[config.mk]
export PLATFORM = sky130hd
export DESIGN_NAME = md5_stream_core_flat
export DESIGN_NICKNAME = d
export VERILOG_FILES = /design/src/rtl/md5_stream_core_if.sv /design/src/rtl/md5_stream_core.sv /design/src/flat_wrapper.sv
export SDC_FILE = /design/constraint.sdc
export NUM_CORES = 2
export LEC_CHECK = 0
export BUFFER_PORTS_ARGS = -buffer_cell sky130_fd_sc_hd__buf_2
export CORE_ASPECT_RATIO = 0.75
export CORE_MARGIN = 1.5
export CORE_UTILIZATION = 60
export DETAILED_ROUTE_END_ITERATION = 12
export PLACE_DENSITY = 0.82
export SLEW_MARGIN = 20
export SYNTH_ARGS = -nofsm -noshare
export SYNTH_HDL_FRONTEND = slang
export SYNTH_SLANG_ARGS = --single-unit
[constraint.sdc]
create_clock -name clk_i -period 37.9 [get_ports clk_i]
set_input_delay 3.79 -clock clk_i [delete_from_list [all_inputs] [get_ports clk_i]]
set_output_delay 3.79 -clock clk_i [all_outputs]
set_load 0.01 [all_outputs]
[src/rtl/md5_stream_core_if.sv]
// Block-transfer and digest bus between the MD5 padder, md5_stream_core and the digest consumer.
interface md5_stream_core_if;
    logic [511:0] blk_i;
    logic         blk_valid_i;
    logic         blk_ready_o;
    logic         first_i;
    logic         last_i;
    logic [127:0] digest_o;
    logic         digest_valid_o;
    logic         busy_o;
    logic [31:0]  blk_cnt_o;

    modport slave (
        input  blk_i, blk_valid_i, first_i, last_i,
        output blk_ready_o, digest_o, digest_valid_o, busy_o, blk_cnt_o
    );

    modport master (
        output blk_i, blk_valid_i, first_i, last_i,
        input  blk_ready_o, digest_o, digest_valid_o, busy_o, blk_cnt_o
    );
endinterface

[src/rtl/md5_stream_core.sv]
// Multi-block MD5 compression engine evaluating 1, 2 or 4 steps per clock.
// Optional per-message block counter enabled by defining MD5_BLK_CNT_EN.
module md5_stream_core #(
    parameter int STEPS_PER_CLK = 1
) (
    input logic              clk_i,
    input logic              rst_i,
    md5_stream_core_if.slave bus
);

    if (STEPS_PER_CLK != 1 && STEPS_PER_CLK != 2 && STEPS_PER_CLK != 4) begin : g_bad_steps
        $error("md5_stream_core: STEPS_PER_CLK must be 1, 2 or 4");
    end

    localparam logic [127:0] IV = {32'h67452301, 32'hefcdab89, 32'h98badcfe, 32'h10325476};

    localparam logic [31:0] K_ROM [0:63] = '{
        32'hd76aa478, 32'he8c7b756, 32'h242070db, 32'hc1bdceee,
        32'hf57c0faf, 32'h4787c62a, 32'ha8304613, 32'hfd469501,
        32'h698098d8, 32'h8b44f7af, 32'hffff5bb1, 32'h895cd7be,
        32'h6b901122, 32'hfd987193, 32'ha679438e, 32'h49b40821,
        32'hf61e2562, 32'hc040b340, 32'h265e5a51, 32'he9b6c7aa,
        32'hd62f105d, 32'h02441453, 32'hd8a1e681, 32'he7d3fbc8,
        32'h21e1cde6, 32'hc33707d6, 32'hf4d50d87, 32'h455a14ed,
        32'ha9e3e905, 32'hfcefa3f8, 32'h676f02d9, 32'h8d2a4c8a,
        32'hfffa3942, 32'h8771f681, 32'h6d9d6122, 32'hfde5380c,
        32'ha4beea44, 32'h4bdecfa9, 32'hf6bb4b60, 32'hbebfbc70,
        32'h289b7ec6, 32'heaa127fa, 32'hd4ef3085, 32'h04881d05,
        32'hd9d4d039, 32'he6db99e5, 32'h1fa27cf8, 32'hc4ac5665,
        32'hf4292244, 32'h432aff97, 32'hab9423a7, 32'hfc93a039,
        32'h655b59c3, 32'h8f0ccc92, 32'hffeff47d, 32'h85845dd1,
        32'h6fa87e4f, 32'hfe2ce6e0, 32'ha3014314, 32'h4e0811a1,
        32'hf7537e82, 32'hbd3af235, 32'h2ad7d2bb, 32'heb86d391
    };

    // Rotate amounts indexed by {round, step within group of four}.
    localparam logic [4:0] S_ROM [0:15] = '{
        5'd7, 5'd12, 5'd17, 5'd22,
        5'd5, 5'd9,  5'd14, 5'd20,
        5'd4, 5'd11, 5'd16, 5'd23,
        5'd6, 5'd10, 5'd15, 5'd21
    };

    typedef enum logic [1:0] {
        IDLE,
        RUN,
        ADD
    } state_t;

    function automatic logic [127:0] md5_step(
        input logic [127:0] st,
        input logic [5:0]   idx,
        input logic [511:0] blk
    );
        logic [31:0] a, b, c, d, f, m, sum, rot;
        logic [7:0]  g_full;
        logic [3:0]  g;
        logic [4:0]  s, rs;
        {a, b, c, d} = st;
        f      = 32'h0;
        g_full = 8'h0;
        case (idx[5:4])
            2'd0: begin
                f      = (b & c) | (~b & d);
                g_full = {2'b00, idx};
            end
            2'd1: begin
                f      = (b & d) | (c & ~d);
                g_full = {2'b00, idx} * 8'd5 + 8'd1;
            end
            2'd2: begin
                f      = b ^ c ^ d;
                g_full = {2'b00, idx} * 8'd3 + 8'd5;
            end
            default: begin
                f      = c ^ (b | ~d);
                g_full = {2'b00, idx} * 8'd7;
            end
        endcase
        g   = g_full[3:0];
        m   = blk[{g, 5'd0} +: 32];
        s   = S_ROM[{idx[5:4], idx[1:0]}];
        rs  = 5'd0 - s;
        sum = a + f + K_ROM[idx] + m;
        rot = (sum << s) | (sum >> rs);
        return {d, b + rot, b, c};
    endfunction

    state_t        state_q, state_d;
    logic [5:0]    step_q, step_d;
    logic [511:0]  blk_q, blk_d;
    logic          last_q, last_d;
    logic [127:0]  work_q, work_d;
    logic [127:0]  chain_q, chain_d;
    logic [127:0]  digest_q, digest_d;
    logic          digest_valid_q, digest_valid_d;
    logic [127:0]  round_st;
    logic [127:0]  add_sum;
    logic          accept;

    assign accept = (state_q == IDLE) && bus.blk_valid_i;

    // S step instances chained combinationally from the working registers.
    always_comb begin
        round_st = work_q;
        for (int k = 0; k < STEPS_PER_CLK; k++) begin
            round_st = md5_step(round_st, step_q + 6'(k), blk_q);
        end
    end

    assign add_sum = {chain_q[127:96] + work_q[127:96],
                      chain_q[95:64]  + work_q[95:64],
                      chain_q[63:32]  + work_q[63:32],
                      chain_q[31:0]   + work_q[31:0]};

    always_comb begin
        state_d        = state_q;
        step_d         = step_q;
        blk_d          = blk_q;
        last_d         = last_q;
        work_d         = work_q;
        chain_d        = chain_q;
        digest_d       = digest_q;
        digest_valid_d = 1'b0;
        case (state_q)
            IDLE: begin
                if (accept) begin
                    blk_d   = bus.blk_i;
                    last_d  = bus.last_i;
                    work_d  = bus.first_i ? IV : chain_q;
                    chain_d = bus.first_i ? IV : chain_q;
                    step_d  = 6'd0;
                    state_d = RUN;
                end
            end
            RUN: begin
                work_d = round_st;
                step_d = step_q + 6'(STEPS_PER_CLK);
                if (step_q == 6'(64 - STEPS_PER_CLK)) begin
                    state_d = ADD;
                end
            end
            ADD: begin
                chain_d = add_sum;
                if (last_q) begin
                    digest_d       = add_sum;
                    digest_valid_d = 1'b1;
                end
                state_d = IDLE;
            end
            default: begin
                state_d = IDLE;
            end
        endcase
    end

    always_ff @(posedge clk_i or posedge rst_i) begin
        if (rst_i) begin
            state_q        <= IDLE;
            step_q         <= 6'd0;
            blk_q          <= '0;
            last_q         <= 1'b0;
            work_q         <= '0;
            chain_q        <= IV;
            digest_q       <= '0;
            digest_valid_q <= 1'b0;
        end else begin
            state_q        <= state_d;
            step_q         <= step_d;
            blk_q          <= blk_d;
            last_q         <= last_d;
            work_q         <= work_d;
            chain_q        <= chain_d;
            digest_q       <= digest_d;
            digest_valid_q <= digest_valid_d;
        end
    end

    assign bus.blk_ready_o    = (state_q == IDLE);
    assign bus.busy_o         = (state_q == RUN) || (state_q == ADD);
    assign bus.digest_o       = digest_q;
    assign bus.digest_valid_o = digest_valid_q;

`ifdef MD5_BLK_CNT_EN
    logic [31:0] blk_cnt_q, blk_cnt_d;

    // A first block restarts the count; later blocks saturate rather than wrap.
    always_comb begin
        blk_cnt_d = blk_cnt_q;
        if (accept) begin
            if (bus.first_i) begin
                blk_cnt_d = 32'd1;
            end else if (blk_cnt_q != 32'hffffffff) begin
                blk_cnt_d = blk_cnt_q + 32'd1;
            end
        end
    end

    always_ff @(posedge clk_i or posedge rst_i) begin
        if (rst_i) begin
            blk_cnt_q <= 32'd0;
        end else begin
            blk_cnt_q <= blk_cnt_d;
        end
    end

    assign bus.blk_cnt_o = blk_cnt_q;
`else
    assign bus.blk_cnt_o = 32'd0;
`endif

endmodule

[src/flat_wrapper.sv]
// flat-port wrapper written by rule: the top's interface ports become plain ports
module md5_stream_core_flat 
#(
    parameter int STEPS_PER_CLK = 1
)
  (clk_i, rst_i, bus_blk_i, bus_blk_valid_i, bus_first_i, bus_last_i, bus_blk_ready_o, bus_digest_o, bus_digest_valid_o, bus_busy_o, bus_blk_cnt_o);
  md5_stream_core_if bus_i ();
  input logic clk_i;
  input logic rst_i;
  input wire logic [$bits(bus_i.blk_i)-1:0] bus_blk_i;
  input wire logic [$bits(bus_i.blk_valid_i)-1:0] bus_blk_valid_i;
  input wire logic [$bits(bus_i.first_i)-1:0] bus_first_i;
  input wire logic [$bits(bus_i.last_i)-1:0] bus_last_i;
  output wire logic [$bits(bus_i.blk_ready_o)-1:0] bus_blk_ready_o;
  output wire logic [$bits(bus_i.digest_o)-1:0] bus_digest_o;
  output wire logic [$bits(bus_i.digest_valid_o)-1:0] bus_digest_valid_o;
  output wire logic [$bits(bus_i.busy_o)-1:0] bus_busy_o;
  output wire logic [$bits(bus_i.blk_cnt_o)-1:0] bus_blk_cnt_o;
  assign bus_i.blk_i = bus_blk_i;
  assign bus_i.blk_valid_i = bus_blk_valid_i;
  assign bus_i.first_i = bus_first_i;
  assign bus_i.last_i = bus_last_i;
  assign bus_blk_ready_o = bus_i.blk_ready_o;
  assign bus_digest_o = bus_i.digest_o;
  assign bus_digest_valid_o = bus_i.digest_valid_o;
  assign bus_busy_o = bus_i.busy_o;
  assign bus_blk_cnt_o = bus_i.blk_cnt_o;
  md5_stream_core #(.STEPS_PER_CLK(STEPS_PER_CLK)) u_core (.clk_i(clk_i), .rst_i(rst_i), .bus(bus_i));
endmodule
# Word level (Yosys, flattened, before mapping)
# Memories as Yosys holds them, arrays and structs flattened.
# Cells that the tools add are included.
dict set report op_classes {
  n_addsub 12
  mul 3
  n_lt_le_gt_ge 2
  eq_ne 7
  shift 3
  n_mux 17
  bitwise 15
  reduce_logical 11
}
# op n
set op_table {}
lappend op_table {{$pmux W128 S2} 2}
lappend op_table {{$shiftx A512 B10 Y32} 1}
lappend op_table {{$add A32 B32 Y32} 8}
lappend op_table {{$mux W128} 2}
lappend op_table {{$and A32 B32 Y32} 4}
lappend op_table {{$or A32 B32 Y32} 4}
lappend op_table {{$pmux W32 S3} 1}
lappend op_table {{$xor A32 B32 Y32} 3}
lappend op_table {{$mux W32} 2}
lappend op_table {{$not A32 Y32} 2}
lappend op_table {{$shl A32 B5 Y32} 1}
lappend op_table {{$shr A32 B5 Y32} 1}
lappend op_table {{$mul A6 B3 Y4 const B} 2}
lappend op_table {{$pmux W4 S3} 1}
lappend op_table {{$pmux W6 S2} 1}
lappend op_table {{$mux W5} 2}
lappend op_table {{$reduce_and A2 Y1} 5}
lappend op_table {{$ge A7 B7 Y1 const B} 1}
lappend op_table {{$not A6 Y7} 1}
lappend op_table {{$add A6 B1 Y6 const B} 1}
lappend op_table {{$eq A6 B6 Y1 const B} 1}
lappend op_table {{$mul A6 B2 Y4 const B} 1}
lappend op_table {{$mux W6} 1}
lappend op_table {{$ge A5 B5 Y1 const B} 1}
lappend op_table {{14 further kinds} 21}
dict set report word_totals {
  register_bits 906
  rom_bits 2128
  inputBits 517
  output_inout_bits 163
  word_cells 80
  memories 2
}
# name depth word_bits rd rd_ports_with_merged_regs wr line
set mem_list {}
lappend mem_list {{(no name shown)} 64 32 1 0 0 md5_stream_core.sv:84} ;# sum = a + f + K_ROM[idx] + m;
lappend mem_list {{(no name shown)} 16 5 1 0 0 md5_stream_core.sv:82} ;# s = S_ROM[{idx[5:4], idx[1:0]}];

# Logic depth before layout (Yosys ltp)
dict set report depth {
  depth_word 11
  mapped_depth 47
  mapped_depth_nobuf 44
}

# Least setup slack after synthesis
# No wires, ideal clock.
dict set report synth_timing {
  kind {register to register}
  start {register u_core.step_q[0]}
  end {register u_core.work_q[92]}
  setup_time_ns 0.127
  t_arrival_ns 11.157
  required_time_ns 37.773
  setup_slack_ns 26.616
  stages_incl_launch_ff 47
  path_buffers 5
  period_less_slack_ns 11.284
  path_cell_list {dfrtp_1 -> clkbuf_1 -> clkinv_1 -> ha_1 -> clkbuf_1 -> nand2_1 -> nand4_1 -> buf_2 -> buf_2 -> buf_1 -> mux4_2 -> mux2i_1 -> a21oi_1 -> fa_1 -> inv_1 -> fa_1 -> inv_1 -> ha_1 -> (+11 left out) -> o21ai_1 -> o21ai_1 -> o221ai_1 -> ha_1 -> fa_1 -> a21o_1 -> a21o_1 -> a21oi_1 -> o21ai_1 -> a311oi_1 -> o21bai_1 -> o31ai_1 -> o221ai_1 -> or4b_1 -> nand3_1 -> o21ai_1 -> xnor2_1 -> o22ai_1}
}
dict set report synth_between {
  elab_chain_cells 10
  elab_cells_between_ends 23
  classes_between {6 x add/sub; 3 x mul; 3 x shift; 6 x mux; 3 x bitwise; 2 x memory}
}
# element line
set synth_lines {}
lappend synth_lines {{start, declared} md5_stream_core.sv:90} ;# logic [5:0] step_q, step_d;
lappend synth_lines {{start signal, assigned} md5_stream_core.sv:169} ;# step_q <= step_d;
lappend synth_lines {{parallel branches: the longest is 7 deep, another holds $add A32 B32 Y32} -}
lappend synth_lines {{$or A32 B32 Y32 *} md5_stream_core.sv:85} ;# rot = (sum << s) | (sum >> rs);
lappend synth_lines {{$add A32 B32 Y32 *} md5_stream_core.sv:86} ;# return {d, b + rot, b, c};
lappend synth_lines {{$pmux W128 S2 *} md5_stream_core.sv:125} ;# case (state_q)
lappend synth_lines {{end signal, assigned} md5_stream_core.sv:172} ;# work_q <= work_d;
lappend synth_lines {{end, declared} md5_stream_core.sv:93} ;# logic [127:0] work_q, work_d;
# Every way passes the cells marked *. The select of a mux whose other input is x is not followed.
# A chain may end at the register's enable or synchronous reset.

# Worst setup path after layout
# Same ends and word-level chain as after synthesis.

==> impl_results.md <==
* Pre-CTS setup slack at 24.19 ns
* Max Slew Vio Count at 0
* Initial Util at 0.6046
* Gr usage total at 0.4050
* Max-cap violations at 0
* Total core area at 95150 um2
* Fmax at just over 70 MHz
* Slowest Stage Delay on Critical Path at 0.85 ns
* Worst slew margin at 0.1955
* Post-route minimum period at ~14 ns
* Most frequent cells in the layout: 839 x dfrtp_1, 646 x buf_2, 637 x mux2_2, 441 x a21oi_1, 374 x nand2_1
* Vias at roughly 49000
* Routability cong. at 1.039
* Hold_buf cts at 0
* Antenna violations before repair at 90
* Post-synthesis register bit count at 906
* Die area at ~100000 um2
* Grt peak-use layer: met2
* Seq/Total Area, Yosys at 0.3955
* CP Launch Type: flip-flop
* Final Hold Slack at 0.4730 ns
* Worst EP arrival at 14.63 ns
* Final Setup Violations at 0
* Global Route met2 Usage at 0.5793
* Synth warn at 0
* Top FF cell, synth: dfrtp_1
* Nets at 6786
* Final WL at 204.0 mm
* Post-DP Area at 61440 um2
* Die width at ~360 um
* Number of synthesized flops with an enable pin at 0
* Vias/cell at 6.663
* Ports at 680
* GR Util met1 at 0.5635
* Async set-reset flop share out of synthesis at 1.000
* Status: completed
* Slowest cell on the critical path: buf_4
* Worst Clk Skew at roughly 0.045 ns
* Yosys cell types at 90
* Clock latency on the worst-skew pair at ~0.73 ns
* Overall die height at around 270 um
* Setup tns final at 0 ns
* Area grow syn2layout at 12.97%
* DR iter-0 viols at 6966
* GRT overflow at 0
* Routed len/inst at 27.68 um
* DRC viols at 0
* Hold Crit Class: reg2reg
* CTS resizes at 0
* Syn Area/Cell at 10.36 um2
* Met3 Use GR at 0.1294
* Vias in the first global route at about 47000
* First-pass GRT wire length at around 300 mm
* CP max FO at 82
* CP Data Required Time at around 38 ns
* Clk root buf: clkbuf_16
* CTS H-tree depth at 3
* DPL Wire Length at between 100 and 150 mm
* PortBufs at between 600 and 700
* Share of post-route cells with drive strength above 1 at 0.2898
* CTS Buf Count at a little over 90
* Critical path class: reg2reg
* Worst-Margin Slew at 1.207 ns
* CTS tree: done
* Synthesized area at 57530 um2
* CTS sink count at around 910
* Fin worst setup slack at 23.85 ns
* Clock transition at the registers of the reported paths at 0.06 ns
* Final hold violation count at 0
* Tcrit/Tclk final at 0.3708
* RSZ-0062 raised after global routing: false
* Post-route ant nets at 0
* CP Capture Type: flip-flop
* Longest Clk Path Bufs at 3
* Drt first pass iters at 7
* Commonest non-fill, non-tap cell in the layout: dfrtp_1
* Cells after Synth at 5551
* Final Cell Area at between 60000 and 70000 um2
* Pin count of the biggest net entering global routing at approximately 190
* Row Count at 98
* Post CTS Setup Buffer Count at 0
## state kept, by name, summed over array words and instances (netlist names)
name                       flops
u_core.blk_q                 512
u_core.bus.digest_o          128
u_core.bus.digest_valid_o      1
u_core.chain_q               128
u_core.last_q                  1
u_core.state_q                 2
u_core.step_q                  6
u_core.work_q                128
## layer usage
| metal | share of wire | wire [um] |
|---|---|---|
| met4 | 0.051 | 10480 |
| met1 | 0.39 | 78740 |
| met2 | 0.43 | 87450 |
| met5 | 0.0021 | 420 |
| met3 | 0.13 | 26880 |
## cells by family (layout without fill, tap and decap cells)
kind of cell             after synthesis  count (layout)  share of synthesized area
AO/OA/AOI/OAI                       1454            1454                     0.1614
XOR/XNOR                             250             250                    0.03832
adder cells (fa/ha/maj)              298             298                    0.07421
buffers and inverters                617            1083                    0.04272
flip-flops                           906             906                     0.3955
multiplexers                         853             853                     0.1925
other                                  1             104                 0.00006519
AND/OR/NAND/NOR                     1172            1172                    0.09524
## cells in the mapped netlist, drive strengths merged (11+ instances only)
cell type / count / area [um2]
o22a: 66 / 578.1
a21boi: 13 / 97.60
o21ai: 323 / 1624
fa: 72 / 1441
mux4: 139 / 3131
nand2: 376 / 1411
clkbuf: 318 / 1194
xor2: 74 / 648.1
mux2: 637 / 7173
nor3: 84 / 420.4
a21oi: 443 / 2225
nor3b: 66 / 495.5
o21a: 35 / 262.8
buf: 95 / 498.0
or2: 15 / 93.84
nand3: 69 / 345.3
or3: 13 / 81.33
nor2b: 46 / 287.8
o211ai: 32 / 240.2
nor2: 349 / 1310
mux2i: 77 / 770.7
ha: 226 / 2828
nand4: 15 / 93.84
o311ai: 43 / 376.6
a211o: 11 / 96.34
nand2b: 58 / 362.9
inv: 201 / 754.5
dfrtp: 842 / 21070
a21o: 86 / 645.6
and2: 15 / 93.84
a211oi: 97 / 728.2
a22o: 56 / 490.5
a311oi: 13 / 113.9
and3: 22 / 137.6
o31ai: 26 / 195.2
dfstp: 64 / 1682
o221ai: 28 / 245.2
nand3b: 18 / 135.1
o22ai: 38 / 237.7
xnor2: 175 / 1533
o21bai: 20 / 150.1
a31oi: 53 / 331.6
## through the flow
stage               utilization  instances
floorplan                     -       5582
global placement         0.6457       7127
detailed placement       0.6457       7127
CTS                      0.6808       7297
global route             0.6830       7368
finish                   0.6830       7370
## worst max-delay path, delay by kind of cell (launching register included)
family	cells	cell delay (ns)
XOR/XNOR	2	0.41
AND/OR/NAND/NOR	8	1.71
flip-flops	1	0.32
buffers and inverters	6	2.41
AO/OA/AOI/OAI	20	4.87
multiplexers	2	0.81
adder cells (fa/ha/maj)	7	3.28
## worst paths after layout
kind                       slack [ns]                      end                     from  cells after the start
max in group asynchronous       31.54        u_core.blk_q[497]                    rst_i                      5
hold reg to reg                  0.47  u_core.bus.digest_o[35]  u_core.bus.digest_o[35]                      2
setup / recovery                23.85        u_core.work_q[92]         u_core.step_q[0]                     45
min in group asynchronous        3.24        u_core.blk_q[309]                    rst_i                      2
setup reg to reg                23.85        u_core.work_q[92]         u_core.step_q[0]                     45
hold / removal                   0.47  u_core.bus.digest_o[35]  u_core.bus.digest_o[35]                      2
## area by class of cell
type / instances / area, um2
clock buffer: 133 / 2695
multi-input combinational: 4059 / 32560
clock inverter: 37 / 644.4
antenna: 72 / 180.2
tap: 1250 / 1564
timing repair buffer: 709 / 3805
inverter: 204 / 775.7
sequential: 906 / 22760
fill: 7038 / 30160
Power is left out: the tool's default activity adds up to more than one toggle a clock period on the data nets, which glitch-free logic cannot reach.
